File: src/rtl/flit_pattern_gen.sv
`default_nettype none
// ============================================================================
// Module   : flit_pattern_gen
// Brief    : Packetised thermometer-code flit source for adder operand buses.
//            Optional macro FLITGEN_HOLD_EN: hold last flit on outputs when idle.
// Revision : 1.0 - initial release
// ============================================================================
module flit_pattern_gen #(
  parameter int N       = 27,
  parameter int PAYLOAD = 20,
  parameter int GAP     = 7,
  parameter int PACKETS = 10
) (
  input  logic         clk,
  input  logic         rst_n,
  input  logic         start,
  input  logic         out_ready,
  output logic         out_valid,
  output logic [N-1:0] out_lo,
  output logic [N-1:0] out_hi,
  output logic         busy,
  output logic         done
);

  localparam int unsigned C_W      = 2 * N;
  localparam int unsigned C_FOUR_N = 4 * N;
  localparam int unsigned C_FW     = $clog2(PAYLOAD + 1);
  localparam int unsigned C_GW     = (GAP > 0) ? $clog2(GAP + 1) : 1;
  localparam int unsigned C_PW     = (PACKETS > 1) ? $clog2(PACKETS) : 1;

`ifdef FLITGEN_HOLD_EN
  localparam bit C_HOLD_EN = 1'b1;
`else
  localparam bit C_HOLD_EN = 1'b0;
`endif

  typedef enum logic [1:0] {
    S_IDLE = 2'd0,
    S_SEND = 2'd1,
    S_GAP  = 2'd2,
    S_DONE = 2'd3
  } state_t;

  state_t            r_state, w_state_nxt;
  logic [C_FW-1:0]   r_flit,  w_flit_nxt;
  logic [C_GW-1:0]   r_gap,   w_gap_nxt;
  logic [C_PW-1:0]   r_pkt,   w_pkt_nxt;
  logic [C_W-1:0]    r_pat,   w_pat_nxt;

  // Fill phase: top P bits set; drain phase: top (P-2N) bits cleared.
  function automatic logic [C_W-1:0] pat_of(input logic [C_FW-1:0] k);
    logic [C_W-1:0] ones;
    int unsigned    p;
    ones = '1;
    p    = 32'(k) % C_FOUR_N;
    if (p <= C_W) pat_of = ~(ones >> p);
    else          pat_of = ones >> (p - C_W);
  endfunction

  always_comb begin
    w_state_nxt = r_state;
    w_flit_nxt  = r_flit;
    w_gap_nxt   = r_gap;
    w_pkt_nxt   = r_pkt;
    w_pat_nxt   = r_pat;
    case (r_state)
      S_IDLE: begin
        if (start) begin
          w_state_nxt = S_SEND;
          w_pkt_nxt   = '0;
          w_flit_nxt  = C_FW'(1);
          w_pat_nxt   = pat_of(C_FW'(1));
        end
      end
      S_SEND: begin
        if (out_ready) begin
          if (r_flit == C_FW'(PAYLOAD)) begin
            if (r_pkt == C_PW'(PACKETS - 1)) begin
              w_state_nxt = S_DONE;
            end else if (GAP == 0) begin
              w_pkt_nxt  = r_pkt + C_PW'(1);
              w_flit_nxt = C_FW'(1);
              w_pat_nxt  = pat_of(C_FW'(1));
            end else begin
              w_state_nxt = S_GAP;
              w_gap_nxt   = '0;
            end
          end else begin
            w_flit_nxt = r_flit + C_FW'(1);
            w_pat_nxt  = pat_of(r_flit + C_FW'(1));
          end
        end
      end
      S_GAP: begin
        // Gap length is time-based; out_ready has no effect here.
        if (r_gap == C_GW'(GAP - 1)) begin
          w_state_nxt = S_SEND;
          w_pkt_nxt   = r_pkt + C_PW'(1);
          w_flit_nxt  = C_FW'(1);
          w_pat_nxt   = pat_of(C_FW'(1));
        end else begin
          w_gap_nxt = r_gap + C_GW'(1);
        end
      end
      S_DONE: begin
        w_state_nxt = S_IDLE;
      end
      default: begin
        w_state_nxt = S_IDLE;
      end
    endcase
    if (!C_HOLD_EN && (w_state_nxt != S_SEND)) w_pat_nxt = '0;
  end

  always_ff @(posedge clk) begin
    if (!rst_n) begin
      r_state <= S_IDLE;
      r_flit  <= '0;
      r_gap   <= '0;
      r_pkt   <= '0;
      r_pat   <= '0;
    end else begin
      r_state <= w_state_nxt;
      r_flit  <= w_flit_nxt;
      r_gap   <= w_gap_nxt;
      r_pkt   <= w_pkt_nxt;
      r_pat   <= w_pat_nxt;
    end
  end

  assign out_valid = (r_state == S_SEND);
  assign busy      = (r_state == S_SEND) || (r_state == S_GAP);
  assign done      = (r_state == S_DONE);
  assign out_lo    = r_pat[N-1:0];
  assign out_hi    = r_pat[C_W-1:N];

endmodule
`default_nettype wire

File: config.mk
export PLATFORM = sky130hd
export DESIGN_NAME = flit_pattern_gen
export DESIGN_NICKNAME = d
export VERILOG_FILES = /design/src/rtl/flit_pattern_gen.sv
export SDC_FILE = /design/constraint.sdc
export NUM_CORES = 1
export LEC_CHECK = 0
export BUFFER_PORTS_ARGS = -buffer_cell sky130_fd_sc_hd__buf_4
export CORE_MARGIN = 3
export CORE_UTILIZATION = 48
export CTS_BUF_LIST = sky130_fd_sc_hd__clkbuf_16
export DETAILED_ROUTE_END_ITERATION = 8
export PLACE_DENSITY_LB_ADDON = 0.05
export SYNTH_ARGS = -nofsm -noshare
export SYNTH_HDL_FRONTEND = slang
export SYNTH_SLANG_ARGS = --single-unit
File: constraint.sdc
create_clock -name clk -period 2.2 [get_ports clk]
set_clock_uncertainty 0.1 [all_clocks]
set_input_delay 0.11 -clock clk [delete_from_list [all_inputs] [get_ports clk]]
set_output_delay 0.11 -clock clk [all_outputs]
set_load 0.005 [all_outputs]
# Word-level counts from Yosys, hierarchy flattened
# Cells that the tools add are included.
dict set report totals {
  input_bits 4
  word_cells 63
  ff_bits 68
}
dict set report classes {
  shifts 2
  order_cmp 1
  div_mod_pow 1
  muxes 25
  reduce_logical 9
  bitwise 2
  addsub 4
  n_eq_ne 14
}
# cell n
set op_table {}
lappend op_table {{54-bit two-way mux} 5}
lappend op_table {{54-bit case mux with 3 select lines} 1}
lappend op_table {{54-bit by 32-bit right shift with 54-bit output (first input constant)} 2}
lappend op_table {{54-bit NOT} 1}
lappend op_table {{32-bit by 6-bit <= comparator with 1-bit output (second input constant)} 1}
lappend op_table {{5-bit by 7-bit modulo with 32-bit output (second input constant)} 1}
lappend op_table {{32-bit by 6-bit subtractor with 32-bit output (second input constant)} 1}
lappend op_table {{5-bit two-way mux} 4}
lappend op_table {{5-bit case mux with 3 select lines} 1}
lappend op_table {{3-bit two-way mux} 4}
lappend op_table {{2-bit != test (second input constant)} 6}
lappend op_table {{5-bit AND reduction} 2}
lappend op_table {{2-bit two-way mux} 4}
lappend op_table {{4-bit two-way mux} 2}
lappend op_table {{2-bit case mux with 4 select lines} 1}
lappend op_table {{4-bit case mux with 2 select lines} 1}
lappend op_table {{3-bit case mux with 2 select lines} 1}
lappend op_table {{5-bit by 1-bit adder with 5-bit output (second input constant)} 1}
lappend op_table {{5-bit equality test (second input constant)} 1}
lappend op_table {{4-bit by 1-bit adder with 4-bit output (second input constant)} 1}
lappend op_table {{2-bit equality test (second input constant)} 2}
lappend op_table {{4-bit equality test (second input constant)} 1}
lappend op_table {{2-bit by 1-bit != test with 1-bit output (second input constant)} 2}
lappend op_table {{2-bit nonzero test} 2}
lappend op_table {{10 further kinds} 10}

# Longest topological paths before layout
dict set report depth {
  depth_word 8
  depth_mapped 9
  depth_no_buf 8
}

# Worst setup path after synthesis
# No wires, ideal clock.
dict set report synth_path {
  path_kind {flip-flop to flip-flop}
  startpoint {register r_state[0]}
  endpoint {register r_pat[25]}
  setup_slack_ns 0.061
  required_time_ns 1.983
  period_less_slack_ns 2.139
  arrival_time_ns 1.922
  path_stages_with_launch 10
  setup_time_ns 0.117
  path_cell_list {dfxtp_1 -> inv_1 -> ha_1 -> a21boi_4 -> or3_4 -> a21o_1 -> buf_2 -> buf_2 -> a32oi_1 -> nor2_1}
}
dict set report synth_via {
  elab_chain_len 5
}
# item line_no
set synth_rtl {}
lappend synth_rtl {{start: declaration} 44} ;# state_t r_state, w_state_nxt;
lappend synth_rtl {{start signal: assignment} 123} ;# r_state <= w_state_nxt;
lappend synth_rtl {{2-bit two-way mux} 77} ;# if (r_flit == C_FW'(PAYLOAD)) begin
lappend synth_rtl {{2-bit two-way mux} 76} ;# if (out_ready) begin
lappend synth_rtl {{2-bit case mux with 4 select lines} 66} ;# case (r_state)
lappend synth_rtl {{2-bit by 1-bit != test with 1-bit output} 112} ;# if (!C_HOLD_EN && (w_state_nxt != S_SEND)) w_pat_nxt = '0;
lappend synth_rtl {{2-bit OR reduction (no source line)} --}
lappend synth_rtl {{end signal: assignment} 127} ;# r_pat <= w_pat_nxt;
lappend synth_rtl {{end: declaration} 48} ;# logic [C_W-1:0] r_pat, w_pat_nxt;
# Parallel ways exist; a longest one is shown, timed or not.
# A chain may end at the register's enable or synchronous reset.

# Worst setup path after layout
dict set report layout_path {
  startpoint {register r_state[0]}
  endpoint {register r_flit[0]}
}
dict set report layout_via {
  elab_chain_len 3
}
# item line_no
set layout_rtl {}
lappend layout_rtl {{2-bit equality test, or another cell as far along} 66}
lappend layout_rtl {{2-bit != test (no source line) / 3-bit nonzero test (equally long branches)} --}
lappend layout_rtl {{5-bit AND reduction (no source line)} --}
lappend layout_rtl {{end signal: assignment} 124} ;# r_flit <= w_flit_nxt;
lappend layout_rtl {{end: declaration} 45} ;# logic [C_FW-1:0] r_flit, w_flit_nxt;
# Parallel ways exist; a longest one is shown, timed or not.

==> results.tsv <==
stage	metric	value	unit
hold_path	startpoint of the tightest hold check path	rst_n	
sta	final setup violating endpoints	0	
final_layout	antenna diode count	0	
sta	total negative slack	0	ns
grt	Tot GR Track Use	0.193	
die	number of rows created at floorplan	25	
pwr	leakage component of the power	0.00122	µW
final_layout	fill count	440	
critical_path	worst-path fanout max	35	
cts	clock tree buffer depth	2	
routing	detailed-route vias per instance	5.20	
cts	CTS sink count	45	
routing	Total Routed Length	5600	µm
grt	met3 demand-to-capacity share in global routing	0.0446	
status	result of the run	completed	
final_layout	Area Growth Syn to Fin	23.5	%
yosys	top-count cell post-synth	sky130_fd_sc_hd__dfxtp_1	
grt	peak-usage layer in the global routing report	met1	
placed_design	routability congestion estimate from global placement	0.820	
die	floorplan die height	76.9	µm
grt	met2 global-route usage	0.276	
critical_path	cell chain of the critical path	inv_1 > ha_1 > a21boi_4 > or3_4 > a21o_1 > buf_12 > mux2_2 > nor2_1	
grt	met1 GRT Util	0.279	
routing	vias after detailed routing	2073	
die	number of top-level design ports	61	
sta	Max-Slew Margin vs Limit	0.393	
yosys	leading register cell type out of synthesis	sky130_fd_sc_hd__dfxtp_1	
grt	GRT Residual Overflow	0	
yosys	post-synthesis area per instance	8.59	µm²
cts	clock-pin slew on the worst setup and hold paths	0.06	ns
yosys	Seq/Total Area, Yosys	0.373	
sta	max frequency	0.473	GHz
yosys	number of synthesized register bits	45	
yosys	cell types with the highest counts after synthesis	sky130_fd_sc_hd__dfxtp_1 (45), sky130_fd_sc_hd__nor2_1 (31), sky130_fd_sc_hd__nand2_1 (27)	
critical_path	Critical Path Max Stage Delay	0.43	ns
sta	Final Cycle Share	0.961	
routing	per-cell routed wire length	14.0	µm
sta	number of slew-limit violations in the final report	0	
placed_design	pre-CTS setup slack	0.0670	ns
grt	initial antenna violation count	0	
sta	slew at the pin closest to its max-slew limit	0.904	ns
sta	minimum clock period after layout	2.11	ns
critical_path	worst reg-to-reg path cell count	8	
yosys	Yosys top cell by area	sky130_fd_sc_hd__dfxtp_1	
die	Placeable Area	4790	µm²
cts	clock tree from TritonCTS	done	
yosys	fraction of registers with async set or reset after synthesis	0	
hold_path	worst min-delay path category	input pin to flip-flop	
hold_path	worst hold path endpoint	r_gap[1]$_SDFFE_PN0P_	
pwr	peak supply drop	0.440	mV
final_layout	fraction of layout instances using a drive strength above 1	0.253	
critical_path	endpoint of the worst-slack reg-to-reg timing path	r_flit[0]$_SDFFE_PN0P_	
routing	violation count after the first detailed-routing iteration	103	
yosys	number of flops mapped to enable cells by yosys	0	
die	overall die area	5920	µm²
critical_path	r2r setup slk	0.09	ns
critical_path	Crit. End Element	flip-flop	
sta	unrepaired setup endpoints after global routing	false	
critical_path	Critical Path AT	2.23	ns
cts	clock buffer count from CTS	5	
routing	number of detailed-route iterations in the first pass	4	
yosys	Yosys cell types	50	
yosys	top cell type's share of synthesized area	0.373	
critical_path	Crit Path Class	flip-flop to flip-flop	
grt	pin count of the biggest net entering global routing	36	
die	initial core utilization	0.505	
cts	buffer type at the clock tree root	sky130_fd_sc_hd__clkbuf_16	
yosys	cell types with the largest area share after synthesis	sky130_fd_sc_hd__dfxtp_1 (37%), sky130_fd_sc_hd__buf_4 (7.8%), sky130_fd_sc_hd__ha_1 (7.3%)	
critical_path	cell class contributing the biggest share of worst-path delay	simple AND/OR/NAND/NOR gates	
yosys	Synth Instances	281	
sta	count of endpoints failing hold in the final timing report	0	
placed_design	count of buffers inserted at the top-level ports	37	
yosys	cell area after synthesis	2410	µm²
sta	Hold Worst Slack	0.0349	ns
critical_path	Worst setup SP type	flip-flop	
placed_design	HPWL after DPL	3970	µm
hold_path	cell count of the worst hold path	3	
critical_path	reg-to-reg critical path startpoint	r_state[0]$_SDFF_PN0_	
critical_path	slowest cell on the critical path	sky130_fd_sc_hd__or3_4	
routing	DRC violations left	0	
flow_run	Max-Cap Viols	0	
sta	setup slack after layout	0.0859	ns
grt	wire length of the first global-routing pass	9160	µm
routing	number of nets still failing antenna checks after routing	0	
yosys	total of warnings raised by yosys	0	
cts	clock latency at the later pin of the worst-skew pair	0.28	ns
pwr	total power divided by cell area	677	nW/µm²
final_layout	Final Net Count	349	
critical_path	required arrival time at the worst endpoint	2.32	ns
cts	H-tree levels	2	
critical_path	number of buffer and inverter stages on the critical path	2	
grt	number of global-route vias before repair	1871	
die	x dimension of the die	76.9	µm
cts	CTS Hold Bufs	0	
==> tightest hold or removal path: stages <==
cell	delay, ns
sky130_fd_sc_hd__buf_4	0.14
sky130_fd_sc_hd__nand2_1	0.07
sky130_fd_sc_hd__o22ai_1	0.05
==> state kept, by name, indices dropped and copies added (netlist names) <==
register,flops
r_pat,31
r_flit,5
r_gap,3
r_pkt,4
r_state,2
==> layout by cell type (no fill, tap or decap), drive strengths merged, types with 8 or more instances in the layout <==
cell / count
nor2: 31
ha: 14
a32oi: 11
nand2: 27
buf: 57
a21oi: 29
a22oi: 8
conb: 23
dfxtp: 45
inv: 14
o21ai: 17
==> kinds of logic after synthesis <==
group | count (synthesis) | share of synthesized area
compound gates | 79 | 0.221
xor+xnor | 6 | 0.0218
fa+ha+maj | 14 | 0.0725
buf+inv | 49 | 0.125
flops | 45 | 0.373
mux | 3 | 0.0130
other cells | 1 | 0.00155
simple gates | 84 | 0.172
==> power by group <==
group	switching, µW	internal [µW]	total, µW
registers	5.45	826	831
logic	212	140	351
clock network	303	533	837
==> area by class of cell <==
| class | instances | area (µm²) | area share |
|---|---|---|---|
| flip-flops and latches | 45 | 901 | 0.302 |
| well taps | 67 | 83.8 | 0.0281 |
| clock buffers | 5 | 125 | 0.0420 |
| multi-input cells | 209 | 1320 | 0.441 |
| inverters | 13 | 48.8 | 0.0164 |
| clock inverters | 3 | 42.5 | 0.0143 |
| repair buffers | 57 | 464 | 0.156 |
==> per-layer routing <==
layer / wire, µm / vias to the layer above
li1: - / 1033
met1: 2730 / 980
met2: 2480 / 53
met3: 323 / 7
met4: 69 / 0
met5: 0 / -
==> per-stage QoR <==
step | util | area [µm²] | power [µW] | std cells
CTS | 0.614 | 2940 | 2020 | 397
detailed placement | 0.579 | 2770 | 1190 | 389
finish | 0.623 | 2980 | 2020 | 399
floorplan | - | 2500 | 1090 | 303
global route | 0.623 | 2980 | 2120 | 399
global placement | 0.579 | 2770 | 1190 | 389
==> timing repair <==
| item | in CTS | in global routing |
|---|---|---|
| setup endpoints to repair | 0 | 35 |
| resized for setup | 0 | 11 |
| buffers inserted | 0 | 1 |
==> worst max-delay path by stage <==
stage                          startpoint                      to  slack (ns)  cells after the start
floorplan           r_state[0]$_SDFF_PN0_  r_pat[25]$_SDFFE_PP0P_        0.06                      9
global placement    r_state[0]$_SDFF_PN0_  r_pat[44]$_SDFFE_PP0P_        0.09                      8
detailed placement  r_state[1]$_SDFF_PN0_  r_flit[0]$_SDFFE_PN0P_        0.07                      8
CTS                 r_state[1]$_SDFF_PN0_  r_flit[0]$_SDFFE_PN0P_        0.04                      8
global route        r_state[0]$_SDFF_PN0_  r_pat[47]$_SDFFE_PP0P_       0.007                      8
finish              r_state[0]$_SDFF_PN0_  r_flit[0]$_SDFFE_PN0P_        0.09                      8
(Power assumes the default switching activity.)
